## src/rtl/pc_seq.sv

```systemverilog
// Program counter sequencer with INC/JMP/BR/CALL/RET and a return-address stack.
// Bad CALL/RET (stack full/empty) degrade to INC and raise a sticky err flag.
module pc_seq #(
  parameter int unsigned PC_WIDTH     = 8,
  parameter logic [PC_WIDTH-1:0] RESET_VECTOR = '0,
  parameter int unsigned OFF_WIDTH    = 4,
  parameter int unsigned STACK_DEPTH  = 4
) (
  input  logic                                 clk,
  input  logic                                 reset,
  input  logic                                 en,
  input  logic [2:0]                           op,
  input  logic [PC_WIDTH-1:0]                  target,
  input  logic [OFF_WIDTH-1:0]                 offset,
  input  logic                                 cond,
  output logic [PC_WIDTH-1:0]                  pc,
  output logic [$clog2(STACK_DEPTH+1)-1:0]     sp,
  output logic                                 stack_full,
  output logic                                 stack_empty,
  output logic                                 err
);

  localparam int unsigned SPW  = $clog2(STACK_DEPTH + 1);
  localparam int unsigned IDXW = (STACK_DEPTH > 1) ? $clog2(STACK_DEPTH) : 1;

  localparam logic [2:0] OP_JMP  = 3'b001;
  localparam logic [2:0] OP_BR   = 3'b010;
  localparam logic [2:0] OP_CALL = 3'b011;
  localparam logic [2:0] OP_RET  = 3'b100;

  logic [PC_WIDTH-1:0] stack [STACK_DEPTH];

  logic [PC_WIDTH-1:0] pc_next;
  logic [SPW-1:0]      sp_next;
  logic                err_next;
  logic                push;
  logic [PC_WIDTH-1:0] pc_inc;
  logic [PC_WIDTH-1:0] off_ext;
  logic [IDXW-1:0]     top_idx;
  logic [IDXW-1:0]     push_idx;

  assign pc_inc   = pc + PC_WIDTH'(1);
  assign off_ext  = PC_WIDTH'($signed(offset));
  assign top_idx  = IDXW'(sp - SPW'(1));
  assign push_idx = IDXW'(sp);

  assign stack_full  = (sp == SPW'(STACK_DEPTH));
  assign stack_empty = (sp == '0);

  always_comb begin
    pc_next  = pc_inc;
    sp_next  = sp;
    err_next = err;
    push     = 1'b0;
    case (op)
      OP_JMP: pc_next = target;
      OP_BR: begin
        if (cond) pc_next = pc + off_ext;
      end
      OP_CALL: begin
        if (!stack_full) begin
          push    = 1'b1;
          pc_next = target;
          sp_next = sp + SPW'(1);
        end else begin
          err_next = 1'b1;
        end
      end
      OP_RET: begin
        if (!stack_empty) begin
          pc_next = stack[top_idx];
          sp_next = sp - SPW'(1);
        end else begin
          err_next = 1'b1;
        end
      end
      default: ;  // INC, including the unused encodings
    endcase
  end

  always_ff @(posedge clk or posedge reset) begin
    if (reset) begin
      pc  <= RESET_VECTOR;
      sp  <= '0;
      err <= 1'b0;
    end else if (en) begin
      pc  <= pc_next;
      sp  <= sp_next;
      err <= err_next;
    end
  end

  // Stack storage has no reset: entries above sp are never read.
  always_ff @(posedge clk) begin
    if (en && push && !reset) stack[push_idx] <= pc_inc;
  end

endmodule

```

## config.mk

```make
export PLATFORM = sky130hd
export DESIGN_NAME = pc_seq
export DESIGN_NICKNAME = d
export VERILOG_FILES = /design/src/rtl/pc_seq.sv
export SDC_FILE = /design/constraint.sdc
export NUM_CORES = 1
export LEC_CHECK = 0
export ABC_AREA = 1
export CORE_MARGIN = 2
export CORE_UTILIZATION = 26
export DETAILED_ROUTE_END_ITERATION = 6
export REMOVE_ABC_BUFFERS = 1
export SLEW_MARGIN = 20
export SYNTH_ARGS = -nofsm -noshare
export SYNTH_HDL_FRONTEND = slang
export SYNTH_SLANG_ARGS = --single-unit
```

## constraint.sdc

```tcl
create_clock -name clk -period 2.5 [get_ports clk]
set_input_delay 0.5 -clock clk [delete_from_list [all_inputs] [get_ports clk]]
set_output_delay 0.5 -clock clk [all_outputs]
set_load 0.02 [all_outputs]
```

==> results of run 1 <==
final cells by class:
cell class              instances  area [um^2]
clock inverters                 2         35.0
fillers                      1072         6550
multi-input cells             215         1180
repair buffers                 43          403
flip-flops and latches         44         1260
inverters                      42          158
well taps                     133          166
clock buffers                   6         72.6
power breakdown:
part | total (uW) | internal (uW) | switching, uW | leakage (uW)
clock network | 532 | 297 | 236 | 0.0000552
registers | 1040 | 935 | 110 | 0.000421
logic | 1450 | 537 | 914 | 0.000929
total | 3030 | 1770 | 1260 | 0.00141
per-layer routing:
layer,up-vias,part of all wire (%)
li1,1096,-
met1,996,46
met2,44,50
met3,7,3.2
met4,0,1.0
met5,-,0
cells by family after synthesis:
group | Yosys count | share of synthesized area, %
and+or+nand+nor | 165 | 29.2
buffers and inverters | 48 | 7.50
DFF | 44 | 47.9
AOI/OAI and AO/OA | 28 | 5.89
adders and majority gates | 14 | 6.93
xor gates and xnor gates | 8 | 2.66
critical path, delay by kind of cell (launching register included):
kind / cells / cell delay, ns
buf+inv: 3 / 0.89
flops: 1 / 0.42
fa+ha+maj: 1 / 0.20
simple gates: 1 / 0.06
through the flow:
step	hold WS [ns]	std cells	instance area, um^2	total power, uW	worst slack (ns)
5_1_grt	0.527	485	3270	3260	0.0303
3_5_place_dp	0.475	477	3160	2520	0.169
3_3_place_gp	0.475	477	3160	2500	0.235
2_1_floorplan	0.373	301	2590	1970	0.0303
6_report	0.500	485	3270	3030	0.135
4_1_cts	0.494	485	3270	3050	0.119
final timing paths:
path | startpoint | cells after the start | to | slack [ns]
max | sp[1] | 5 | stack_full | 0.13
min | err | 1 | err | 0.50
max reg2reg | sp[1] | 9 | pc[3] | 0.50
min reg2reg | err | 1 | err | 0.50
max in group asynchronous | reset | 3 | pc[5] | 1.79
min in group asynchronous | reset | 3 | sp[2] | 0.54
sequential cells by signal (all words and copies together), names as in the netlist:
name and count:
sp 3, pc 8, stack 32, err 1
cell usage in the layout, fill, tap and decap left out, types with 2 or more instances in the layout:
cell type        count
nor2_4               4
dfrtp_1             12
a21oi_1             12
inv_1               40
edfxtp_1            32
ha_1                13
nand3b_1             4
buf_4               11
o21ai_1              2
nor3_1               4
clkdlybuf4s50_1     32
nand3_1             42
inv_2                2
o21ai_0              7
clkbuf_8             5
o22ai_1              2
xor2_1               7
nor2_1              29
nand2_1             74
==> flow_summary_export.csv, run 1 <==
group,metric,value,unit
outcome,status,"completed",
detailed_routing,wl_per_cell,13.1,um
detailed_routing,vias,2143,
clocking,cts_root_buf,"clkbuf_8",
synthesis,yosys-top-cells-area,"edfxtp_1 (36%), dfrtp_1 (11%), nand2_1 (11%)",
sta,maxSlewHeadroom,71.3,%
detailed_routing,drt-total-wl,6370,um
synthesis,yosys_warnings,0,
layout,drive_gt1_share,9.09,%
global_route,grt_max_degree,21,
setup_path,critical-path-max-stage-delay,0.63,ns
sta,tightestPinTransition,0.430,ns
floorplan,io_pins,33,
detailed_routing,drt_first_pass_iters,4,
global_route,grt_overflow_total,0,
floorplan,die_area,11000,um^2
layout,area_delta_synth_final,24.2,%
sta,setup-violations-final,0,
placed_design,dp_hpwl,4900,um
setup_path,crit_arrival,1.87,ns
sta,setup_tns,0,ns
detailed_routing,ant_nets,0,
layout,finish.net_count,384,
synthesis,netlist_area,2640,um^2
clocking,cts_hold_buf,0,
synthesis,synth_cell_types,35,
layout,finalCoreUtilization,33.3,%
clocking,cts_buffers,5,
global_route,use_met2,21.0,%
sta,period_needed,2.37,ns
synthesis,synth-seq-cells,44,
setup_path,cp_max_fo,4,
pwr,power_density,925,nW/um^2
clocking,cts_setup_buffers,0,
global_route,antenna_found_initial,0,
floorplan,rows,36,
global_route,grt_use_met1,15.5,%
layout,antenna_cells,0,
placed_design,port_buffers,32,
synthesis,synth_cells,307,
clocking,h-tree-depth,2,
placed_design,place_congestion,0.780,
sta,rsz0062_at_grt,"no",
sta,fmax,0.423,GHz
synthesis,syn_area_per_cell,8.58,um^2
clocking,clock_latency,0.29,ns
synthesis,yosysTopAreaCellShare,36.5,%
clocking,cts_tree,"built",
detailed_routing,drc,0,
clocking,cts.sinks,44,
setup_path,crit_type,"flip-flop to output port",
synthesis,synth_edf_count,32,
synthesis,ys_seq_area_share,47.9,%
global_route,grt_pass1_wl,10400,um
setup_path,crit_required,2.00,ns
sta,maxSlewViolCount,0,
floorplan,fp.dieH,105,um
setup_path,path_common_cell,"inv_1",
sta,hold_violations,0,
global_route,grt-busiest-layer,"met2",
sta,finClkSkew,0.00282,ns
setup_path,end_kind,"output port",
clocking,cts_resized,0,
synthesis,synth.most_common_cell,"nand2_1",
global_route,grtUsageMet3,0.811,%
synthesis,ys_top_cells_by_count,"nand2_1 (74), nand3_1 (42), inv_1 (40)",
synthesis,async_reset_ff_share,27.3,%
clocking,clk_pin_slew,0.08,ns
setup_path,critical_path.slowest_cell,"clkdlybuf4s50_1",
synthesis,yosys.area.top_type,"edfxtp_1",
synthesis,ys.flop_type,"edfxtp_1",
pwr,leakagePower,0.00141,uW
run,cap_violations,0,
setup_path,crit_chain,"inv_1 > ha_1 > nand2_1 > inv_1 > clkdlybuf4s50_1",
floorplan,dieWidth,105,um
global_route,grt_pass1_vias,2142,
hold_path,min_path_type,"flip-flop to flip-flop",
sta,period_share,94.6,%
floorplan,initial_utilization,26.8,%
clocking,cts_buffer_depth,2,
detailed_routing,drt-initial-drc-count,145,
detailed_routing,avgViaCountPerCell,4.42,
setup_path,worst_setup_path_start_kind,"flip-flop",
floorplan,core-area,9820,um^2
global_route,grt.total_usage,11.9,%
pwr,ir_drop,0.394,mV
Power figures use the tool's default switching activity.
==> run 2, diff against run 1 <==
CORE_UTILIZATION = 48   (was 26)
PLACE_DENSITY = 0.71   (was not set)
==> run 2 against run 1 <==
Worst hold slack worse by 0.012 ns. First-iteration DRC count is 18% higher. Wire length is 8.1% lower. Setup slack worse by 0.021 ns. Fmax is 0.90% lower. Sequential cell count stayed put. Via count is 0.42% lower. Largest power group unchanged. Highest routed layer unchanged.
==> flow_summary_export.csv, run 2 (synthesis results as in run 1) <==
group,metric,value,unit
pwr,leakagePower,0.00140,uW
layout,regArea,1260,um^2
clocking,cts_buffers,5,
detailed_routing,ant_nets,0,
detailed_routing,vias,2134,
layout,largest_reg_flops,32,
global_route,grt_pass1_wl,9730,um
layout,area_delta_synth_final,20.1,%
setup_path,path_common_cell,"inv_1",
sta,period_needed,2.39,ns
layout,top_register,"stack",
sta,setup_tns,0,ns
layout,largest_registers,"stack: 32 flops, pc: 8 flops, sp: 3 flops",
clocking,cts_setup_buffers,0,
clocking,clock_latency,0.29,ns
setup_path,critPathTopFamily,"buffers and inverters",
sta,hold_violations,0,
sta,maxSlewHeadroom,71.7,%
setup_path,critical-path-max-stage-delay,0.63,ns
sta,period_share,95.5,%
setup_path,timing.rr.start,"sp[1]",
setup_path,worstSetupStartpoint,"sp[1]",
sta,fin_hold_ws,0.488,ns
setup_path,critical_path.slowest_cell,"clkdlybuf4s50_1",
clocking,cts_buffer_depth,2,
layout,antenna_cells,0,
outcome,status,"completed",
layout,finish.net_count,383,
sta,tightestPinTransition,0.425,ns
setup_path,cp_max_fo,4,
hold_path,worstHoldStart,"err",
sta,setup-violations-final,0,
layout,fillCellCount,466,
global_route,antenna_found_initial,0,
setup_path,crit_arrival,1.89,ns
global_route,grt_pass1_vias,2047,
placed_design,place_congestion,0.746,
floorplan,rows,26,
floorplan,core-area,5200,um^2
floorplan,die_area,6100,um^2
placed_design,port_buffers,32,
setup_path,crit_type,"flip-flop to output port",
floorplan,io_pins,33,
detailed_routing,drt_first_pass_iters,5,
setup_path,end_kind,"output port",
layout,layout_commonest_cell,"nand2_1",
global_route,grt_overflow_total,0,
clocking,clk_pin_slew,0.07,ns
detailed_routing,drc,0,
run,cap_violations,0,
floorplan,initial_utilization,50.6,%
sta,finClkSkew,0.00570,ns
setup_path,worst_setup_path_start_kind,"flip-flop",
sta,rsz0062_at_grt,"no",
detailed_routing,drt-total-wl,5850,um
pwr,ir_drop,0.411,mV
layout,mostFrequentLayoutCells,"nand2_1 (74), nand3_1 (42), inv_1 (40)",
sta,fmax,0.419,GHz
global_route,grt_max_degree,21,
layout,multi_input_area,1180,um^2
detailed_routing,wl_per_cell,13.9,um
setup_path,crit_chain,"inv_1 > ha_1 > nand2_1 > inv_1 > clkdlybuf4s50_1",
sta,maxSlewViolCount,0,
hold_path,min_path_type,"flip-flop to flip-flop",
placed_design,dp_hpwl,4350,um
pwr,power_density,916,nW/um^2
setup_path,crit_required,2.00,ns
floorplan,fp.dieH,78.1,um
clocking,cts.sinks,44,
floorplan,dieWidth,78.1,um
detailed_routing,avgViaCountPerCell,5.07,
clocking,h-tree-depth,2,
detailed_routing,drt-initial-drc-count,171,
clocking,cts_root_buf,"clkbuf_8",
clocking,cts_tree,"built",
global_route,grt.total_usage,20.6,%
setup_path,critPathBufInv,3,
layout,drive_gt1_share,8.55,%
## run 2: changes by cell type in the layout (fill, tap and decap cells not counted), sizes merged
cell / previous run / this run
clkinvlp: 0 / 1
bufinv: 1 / 0
clkdlybuf4s50: 32 / 31
dlymetal6s2s: 0 / 1
buf: 11 / 10
## run 2: worst paths after layout
check,endpoint,slack [ns],cells past startpoint
min in group asynchronous,pc[0],0.53,3
hold reg to reg,err,0.49,1
setup / recovery,stack_full,0.11,5
max in group asynchronous,pc[1],1.80,3
hold / removal,err,0.49,1
setup reg to reg,pc[3],0.56,9
## run 2: cell type report
cell class / count / share of cell area [%]
Sequential cell: 44 / 39.9
Multi-Input combinational cell: 215 / 37.2
Timing Repair Buffer: 42 / 12.6
Inverter: 42 / 4.98
Tap cell: 70 / 2.77
Clock buffer: 6 / 2.29
Clock inverter: 2 / 0.356
## run 2: per-stage QoR
step,worst slack (ns),util [%],instance area [um^2],cells,total power [uW]
2_1_floorplan,0.0303,-,2590,301,1970
3_3_place_gp,0.185,59.1,3080,413,2480
3_5_place_dp,0.168,59.1,3080,413,2500
4_1_cts,0.0841,60.7,3160,421,2910
5_1_grt,0.00943,60.8,3160,421,3130
6_report,0.113,60.8,3160,421,2900
## run 2: what timing repair did
action,4_1_cts,5_1_grt
resized for setup,0,1
setup endpoints to repair,0,1
hold buffers,0,0
## run 2: where the power goes
part           switching (uW)  internal, uW  total [uW]
combinational             903           535        1440
sequential                104           935        1040
clock                     229           194         422
## run 2: metal layers
metal / track usage, % / share of wire (%)
met5: 0 / 0
met4: 5.96 / 1.1
met3: 3.68 / 5.0
met2: 33.6 / 48
met1: 28.4 / 46
